## config.mk

```make
export PLATFORM = sky130hd
export DESIGN_NAME = pool_window_sched
export DESIGN_NICKNAME = d
export VERILOG_FILES = /design/src/rtl/cnn_pkg.sv /design/src/rtl/pool_addr_gen.sv /design/src/rtl/pool_window_sched.sv
export SDC_FILE = /design/constraint.sdc
export NUM_CORES = 1
export LEC_CHECK = 0
export CORE_MARGIN = 4
export CORE_UTILIZATION = 41
export DETAILED_ROUTE_END_ITERATION = 8
export MAX_ROUTING_LAYER = met4
export PLACE_DENSITY = 0.77
export SLEW_MARGIN = 20
export SYNTH_ARGS = -nofsm -noshare
export SYNTH_HDL_FRONTEND = slang
export SYNTH_SLANG_ARGS = --single-unit
export TNS_END_PERCENT = 30
```

## constraint.sdc

```tcl
create_clock -name clk -period 2.65 [get_ports clk]
set_clock_uncertainty 0.2 [all_clocks]
set_input_delay 0.6625 -clock clk [delete_from_list [all_inputs] [get_ports clk]]
set_output_delay 0.6625 -clock clk [all_outputs]
set_load 0.005 [all_outputs]
```

## src/rtl/cnn_pkg.sv

```systemverilog
// cnn_pkg: shared datapath width, pixel type and pooling-scheduler state encoding
package cnn_pkg;
    localparam int DATA_W    = 16;
    localparam int WIN_BEATS = 4;
    typedef logic signed [DATA_W-1:0] pix_t;
    typedef enum logic [1:0] {ST_IDLE, ST_RUN, ST_DRAIN, ST_DONE} pool_state_e;
    localparam logic [1:0] S_IDLE  = ST_IDLE;
    localparam logic [1:0] S_RUN   = ST_RUN;
    localparam logic [1:0] S_DRAIN = ST_DRAIN;
    localparam logic [1:0] S_DONE  = ST_DONE;
endpackage

```

## src/rtl/pool_addr_gen.sv

```systemverilog
// pool_addr_gen: 2x2 window walker producing input-buffer read addresses
// ports: clk, reset; clear_i restarts at window (0,0); adv_i steps one beat;
//        rd_addr_o current read address; slot_o high on read beats (low on the bubble);
//        last_beat_o high on the 4th read beat of the final window
module pool_addr_gen
    import cnn_pkg::*;
#(
    parameter int FM_W   = 28,
    parameter int FM_H   = 28,
    parameter int ADDR_W = 10
) (
    input  logic              clk,
    input  logic              reset,
    input  logic              clear_i,
    input  logic              adv_i,
    output logic [ADDR_W-1:0] rd_addr_o,
    output logic              slot_o,
    output logic              last_beat_o
);
    localparam logic [2:0]        BUB      = 3'(WIN_BEATS);
    localparam logic [ADDR_W-1:0] FW       = ADDR_W'(FM_W);
    localparam logic [ADDR_W-1:0] ROW_STEP = ADDR_W'(2 * FM_W);
    localparam logic [ADDR_W-1:0] COL_LAST = ADDR_W'(FM_W / 2 - 1);
    localparam logic [ADDR_W-1:0] ROW_LAST = ADDR_W'(FM_H / 2 - 1);

    logic [2:0]        beat_q;
    logic [ADDR_W-1:0] col_q, row_q, rb_q;
    logic              bubble, end_col;

    assign bubble      = beat_q == BUB;
    assign end_col     = col_q == COL_LAST;
    assign slot_o      = !bubble;
    assign last_beat_o = beat_q == 3'(WIN_BEATS - 1) && end_col && row_q == ROW_LAST;
    // beat[0] selects the right column, beat[1] the lower row of the window
    assign rd_addr_o   = rb_q + (col_q << 1) + (beat_q[1] ? FW : '0) + ADDR_W'(beat_q[0]);

    always_ff @(posedge clk) begin
        if (reset || clear_i) begin
            beat_q <= '0;
            col_q  <= '0;
            row_q  <= '0;
            rb_q   <= '0;
        end else if (adv_i) begin
            beat_q <= bubble ? '0 : beat_q + 3'd1;
            if (bubble) begin
                col_q <= end_col ? '0 : col_q + 1'b1;
                row_q <= end_col ? row_q + 1'b1 : row_q;
                rb_q  <= end_col ? rb_q + ROW_STEP : rb_q;
            end
        end
    end
endmodule

```

## src/rtl/pool_window_sched.sv

```systemverilog
// pool_window_sched: sequencer feeding a 2x2 max-pool PE and writing pooled results
// ports: start/hold control, busy/done status; rd_* input-buffer read port;
//        pe_* drive and capture of the PE; wr_* output-buffer write port;
//        win_count (only with POOL_SCHED_STATS_EN) counts writes of the current/last pass
module pool_window_sched
    import cnn_pkg::*;
#(
    parameter int FM_W   = 28,
    parameter int FM_H   = 28,
    parameter int ADDR_W = 10
) (
    input  logic                     clk,
    input  logic                     reset,
    input  logic                     start,
    input  logic                     hold,
    output logic                     busy,
    output logic                     done,
    output logic                     rd_en,
    output logic [ADDR_W-1:0]        rd_addr,
    input  logic signed [DATA_W-1:0] rd_data,
    output logic                     pe_start,
    output logic                     pe_enable,
    output logic signed [DATA_W-1:0] pe_data,
    input  logic signed [DATA_W-1:0] pe_result,
    input  logic                     pe_flag,
    output logic                     wr_en,
    output logic [ADDR_W-1:0]        wr_addr,
    output logic signed [DATA_W-1:0] wr_data
`ifdef POOL_SCHED_STATS_EN
    ,
    output logic [15:0]              win_count
`endif
);
    if (FM_W * FM_H > (1 << ADDR_W)) begin : g_bad_size
        $error("pool_window_sched: FM_W*FM_H exceeds the ADDR_W address space");
    end

    logic [1:0]        state_q, state_d;
    logic [ADDR_W-1:0] oidx_q, oidx_d;
    logic              pe_en_q, accept, adv, slot, last_beat;

    assign accept    = state_q == S_IDLE && start;
    assign adv       = state_q == S_RUN && !hold;
    assign rd_en     = adv && slot;
    assign busy      = state_q != S_IDLE;
    assign done      = state_q == S_DONE;
    assign pe_start  = state_q == S_RUN || state_q == S_DRAIN;
    assign pe_enable = pe_en_q;
    // zero outside enabled beats so the PE reloads its max with 0 on the flag cycle
    assign pe_data   = pe_en_q ? rd_data : '0;
    assign wr_en     = pe_flag && pe_start;
    assign wr_data   = wr_en ? pe_result : '0;
    assign wr_addr   = oidx_q;

    always_comb begin
        state_d = accept ? S_RUN
                : (rd_en && last_beat) ? S_DRAIN
                : (state_q == S_DRAIN && pe_flag) ? S_DONE
                : done ? S_IDLE : state_q;
        oidx_d  = done ? '0 : wr_en ? oidx_q + 1'b1 : oidx_q;
    end

    always_ff @(posedge clk) begin
        if (reset) begin
            state_q <= S_IDLE;
            oidx_q  <= '0;
            pe_en_q <= 1'b0;
        end else begin
            state_q <= state_d;
            oidx_q  <= oidx_d;
            pe_en_q <= rd_en;
        end
    end

    pool_addr_gen #(.FM_W(FM_W), .FM_H(FM_H), .ADDR_W(ADDR_W)) u_addr (
        .clk         (clk),
        .reset       (reset),
        .clear_i     (rd_en && last_beat),
        .adv_i       (adv),
        .rd_addr_o   (rd_addr),
        .slot_o      (slot),
        .last_beat_o (last_beat)
    );

`ifdef POOL_SCHED_STATS_EN
    logic [15:0] win_q, win_d;
    assign win_d     = accept ? '0 : (wr_en && win_q != 16'hFFFF) ? win_q + 16'd1 : win_q;
    assign win_count = win_q;
    always_ff @(posedge clk) win_q <= reset ? '0 : win_d;
`endif
endmodule

```

Word level (Yosys, flattened, before mapping)
Cells that the tools add are included.
Operators by class
  reductions and logical operators: 20
  mux-type cells: 9
  eq/ne operators: 7
  add/subtract/negate cells: 8
Operators with widths (number)
  $mux W16: 2
  $add A10 B1 Y10 const B: 3
  $add A10 B10 Y10: 2
  $eq A10 B4 Y1 const B: 2
  $add A10 B1 Y10: 1
  $add A10 B6 Y10 const B: 1
  $mux W10: 1
  $logic_and A1 B1 Y1: 8
  $mux W2: 3
  $mux W5: 1
  $eq A2 B2 Y1 const B: 2
  $reduce_bool A4 Y1: 1
  $reduce_or A2 Y1: 2
  $add A3 B1 Y3 const B: 1
  $eq A3 B2 Y1 const B: 1
  $eq A3 B3 Y1 const B: 1
  $mux W3: 1
  $reduce_and A3 Y1: 1
  $reduce_bool A3 Y1: 1
  $eq A2 B1 Y1 const B: 1
  $logic_not A1 Y1: 2
  $logic_not A2 Y1: 1
  $logic_or A1 B1 Y1: 2
  $reduce_and A2 Y1: 1
  2 further kinds: 2
Storage, ports and cells
  output and inout port bits: 58
  input port bits: 37
  logic and storage cells: 52
  bits in registers: 46

Depth between registers and ports, before layout
  word-level depth: 6
  depth in mapped cells: 9
  mapped depth without buffers: 9

Hierarchy
From an unflattened synthesis, not the netlist that was laid out.
Second synthesis, totals
  cell total of the unflattened synthesis: 330
  area, all modules: 2763.9 µm²
Modules (own cells, without submodules)
  pool_addr_gen: seq. area each 600.6 µm², cells each 218, area an instance 1869.3 µm², instances 1
  pool_window_sched: seq. area each 260.2 µm², cells each 112, area an instance 894.6 µm², instances 1

Worst setup path before layout
Ideal clock, no wire load.
  kind: register to output
  from: register u_addr.rb_q[3]
  to: output port rd_addr[9]
  path buffers: 0
  data arrival time: 2.040 ns
  stages on the path, launching flop included: 10
  slack: -0.253 ns
  required time: 1.788 ns
  cell sequence: dfxtp_1 fa_1 ha_1 inv_1 fa_1 nor2b_1 nor3_1 o21bai_1 a21oi_1 xnor2_1
On the way
  longest elaborated chain between the ends: 3
RTL lines
  from (decl): RTL line pool_addr_gen.sv:27  | logic [ADDR_W-1:0] col_q, row_q, rb_q;
  from (signal assigned): RTL line pool_addr_gen.sv:48  | rb_q <= end_col ? rb_q + ROW_STEP : rb_q;
  $add A10 B10 Y10 (2 in series): RTL line pool_addr_gen.sv:35  | assign rd_addr_o = rb_q + (col_q << 1) + (beat_q[1] ? FW : '0) + ADDR_W'(beat_q[0]);
  $add A10 B1 Y10: RTL line pool_addr_gen.sv:35
  to (decl): RTL line pool_window_sched.sv:19  | output logic [ADDR_W-1:0] rd_addr,
No other way between the ends.

Final worst setup path
  from: register u_addr.beat_q[1]
  to: output port rd_addr[9]
On the way
  longest elaborated chain between the ends: 3
RTL lines
  from (decl): RTL line pool_addr_gen.sv:26  | logic [2:0] beat_q;
  from (signal assigned): RTL line pool_addr_gen.sv:44  | beat_q <= bubble ? '0 : beat_q + 3'd1;
  $mux W5: RTL line pool_addr_gen.sv:35
  $add A10 B10 Y10: RTL line pool_addr_gen.sv:35
  $add A10 B1 Y10: RTL line pool_addr_gen.sv:35
No other way between the ends.

==> reports/results.ini <==
[synthesis]
synthDistinctLibCells = 37
async_flop_share = 0
synthCells = 308
yosysWarnings = 0
syn-num-nets = 372
syn_area_per_cell_um2 = 8.466
syn-cell-area_mm2 = 0.002608
synth_edf_count = 0
synth-seq-cells = 43
synthFlopType = dfxtp_1
synth_seq_area_share = 0.3301

[floorplan]
core-area_mm2 = 0.006061
die_h_um = 87.75
io_pins = 95
start_util = 0.4302
design.die.area_mm2 = 0.007700
die_w_um = 87.75
num_rows = 28

[final_layout]
fin_cells = 515
fin_util = 0.6771
nets = 502
layout_common_cells = clkdlybuf4s50_1, nor2_1, dfxtp_1, buf_4
drive_gt1_frac = 0.1822
fin_area_mm2 = 0.004104
final_common_cell = clkdlybuf4s50_1
syn_to_final_growth_pct = 57.39

[setup_path]
worstSetupEndpoint = rd_addr[9]
required_ns = 1.79
arrival_ns = 2.44
path_delay_family = adder cells
worstSetupEndpointType = primary output
criticalPathCategory = reg2out
startpoint = u_addr.beat_q[1]
crit_slowest_cell = fa_1
crit-reg2reg-launch = u_addr.col_q[1]
crit_chain = fa_1 -> ha_2 -> inv_2 -> fa_2 -> nor2b_4 -> nor3_2 -> o21bai_1 -> a21oi_1 -> xnor2_1 -> buf_2
reg2reg_depth = 9
critPathLaunchType = flip-flop
reg2reg_slack_ns = 0.11
timing.rr.end = u_addr.row_q[1]
cp.depth = 10
cp_num_buf_inv = 2
slowest_delay_ns = 0.55
worstPathMaxFanout = 2

[detailed_routing]
routed_via_density = 4.903
wl_mm = 7.043
dr.pass1.iters = 4
wire_per_inst_um = 13.68
postRouteAntennaNets = 0
drt_iter0_drc = 83
route.detailed.drc = 0
via_count = 2525

[clocking]
h-tree-depth = 2
clock_path_buffers = 2
worstSkewPairLatency_ns = 0.30
cts_root_buf = clkbuf_8
cts_buffers = 5
clkTransAtPathRegs_ns = 0.08
ctsHoldBuffers = 0
clock_sinks = 43
cts_tree = yes

[power_and_ir_drop]
irDropWorstVdd_mv = 0.3948
p_leak_nw = 2.044
power.density_mw_per_mm2 = 347.1

[global_route]
grt_pass1_wl_mm = 11.30
grt-ovfl-total = 0
grt_pass1_vias = 2532
antenna_found_initial = 0
grt_usage = 0.1862
grt_start_max_net_pins = 23

[sta]
finalHoldViolCount = 0
post-route-period-util = 1.245
slew_viol_final = 0
fin_ws_ns = -0.6486
setup-tns-final_ns = -3.064
rsz0062_at_grt = true
fin_crit_ns = 3.299
holdWs_ns = 0.3039
tightest_slew_ns = 0.5610
slew_headroom = 0.6231
max_freq_mhz = 303.2
finalSetupViolations = 6

[placement]
numPortBuffers = 94
dp_cells = 499
dp_hpwl_mm = 5.483
place_area_mm2 = 0.003846
gp_congestion = 0.8259

[run]
maxCapViolCount = 0

[worst_hold_path]
hp-class = reg2reg

[outcome]
outcome = finished, violations left
violations = negative setup slack

[logic make-up (layout without fill, tap and decap cells)]
| group | count (synthesis) | after routing | share of synthesized area |
|---|---|---|---|
| flip-flops | 43 | 43 | 0.3301 |
| adder cells (fa/ha/maj) | 27 | 27 | 0.1382 |
| other | 0 | 1 | 0 |
| XOR/XNOR | 37 | 37 | 0.1243 |
| multiplexers | 1 | 1 | 0.003839 |
| buffers and inverters | 30 | 161 | 0.05038 |
| AND/OR/NAND/NOR | 147 | 147 | 0.3009 |
| AO/OA/AOI/OAI | 23 | 23 | 0.05230 |
[layout make-up]
class	count	area, µm²
inverters	19	71.32
diodes	1	2.502
repair buffers	134	1259
clock buffers	6	72.57
multi-input cells	235	1678
well taps	75	93.84
clock inverters	2	60.06
fillers	475	1957
flip-flops and latches	43	867.1
[cells in the mapped netlist (all sizes together), types with 2 or more instances]
cell type,number,area share
nand3,7,0.013
a21oi,10,0.019
fa,3,0.023
nand4,6,0.014
nor2b,2,0.0048
o21bai,2,0.0058
a211oi,2,0.0058
clkbuf,5,0.0072
o21ai,5,0.0096
nor2,50,0.072
inv,19,0.027
xnor2,17,0.057
dfxtp,43,0.33
or3,3,0.0072
and4,3,0.010
nand2,19,0.027
buf,6,0.016
and3,22,0.053
ha,24,0.12
nand4b,2,0.0067
and2,19,0.046
nor3,8,0.024
xor2,20,0.067
[state kept, by name, summed over array words and instances (netlist names)]
| register | cells |
|---|---|
| wr_addr | 10 |
| u_addr.row_q | 10 |
| u_addr.col_q | 10 |
| u_addr.beat_q | 3 |
| pe_enable | 1 |
| state_q | 2 |
| u_addr.rb_q | 7 |
[timing repair]
item / 4_1_cts / 5_1_grt
resized for setup: 48 / 23
setup buffers: 3 / 4
pin swaps: 11 / 2
endpoints found under the hold margin: 0 / 0
setup endpoints to repair: 26 / 29
[how the worst min path moves through the flow]
stage                          from              end  cells after the start
floorplan           u_addr.col_q[9]  u_addr.col_q[9]                      2
global placement         wr_addr[5]       wr_addr[5]                      2
detailed placement       wr_addr[5]       wr_addr[5]                      2
CTS                      wr_addr[5]       wr_addr[5]                      2
global route             wr_addr[5]       wr_addr[5]                      2
finish                   wr_addr[5]       wr_addr[5]                      2
[where the power goes]
| part | switching (mW) | internal (mW) | total [mW] |
|---|---|---|---|
| sequential | 0.00659 | 0.651 | 0.657 |
| combinational | 0.0598 | 0.111 | 0.171 |
| clock | 0.220 | 0.377 | 0.597 |
[routing by layer]
metal,global-route usage,up-vias,part of all wire
met3,0.03387,8,0.036
li1,-,1280,-
met4,0.05579,0,0.011
met2,0.3308,45,0.55
met1,0.2115,1192,0.41
met5,-,-,0
[worst register-to-register path: cells and delay by family, from the launching register on]
family          cells  cell delay, ns
fa+ha+maj           1            0.12
buf+inv             3            0.37
compound gates      1            0.06
flops               1            0.32
simple gates        4            1.37
[stage by stage]
| step | worst slack (ns) | total power, mW |
|---|---|---|
| 2_1_floorplan | -0.1693 | 0.7205 |
| 3_3_place_gp | -0.7061 | 0.8344 |
| 3_5_place_dp | -0.7869 | 0.8387 |
| 4_1_cts | -0.6710 | 1.431 |
| 5_1_grt | -0.7754 | 1.483 |
| 6_report | -0.6486 | 1.425 |
No activity file was read; power rests on OpenSTA's default activity.
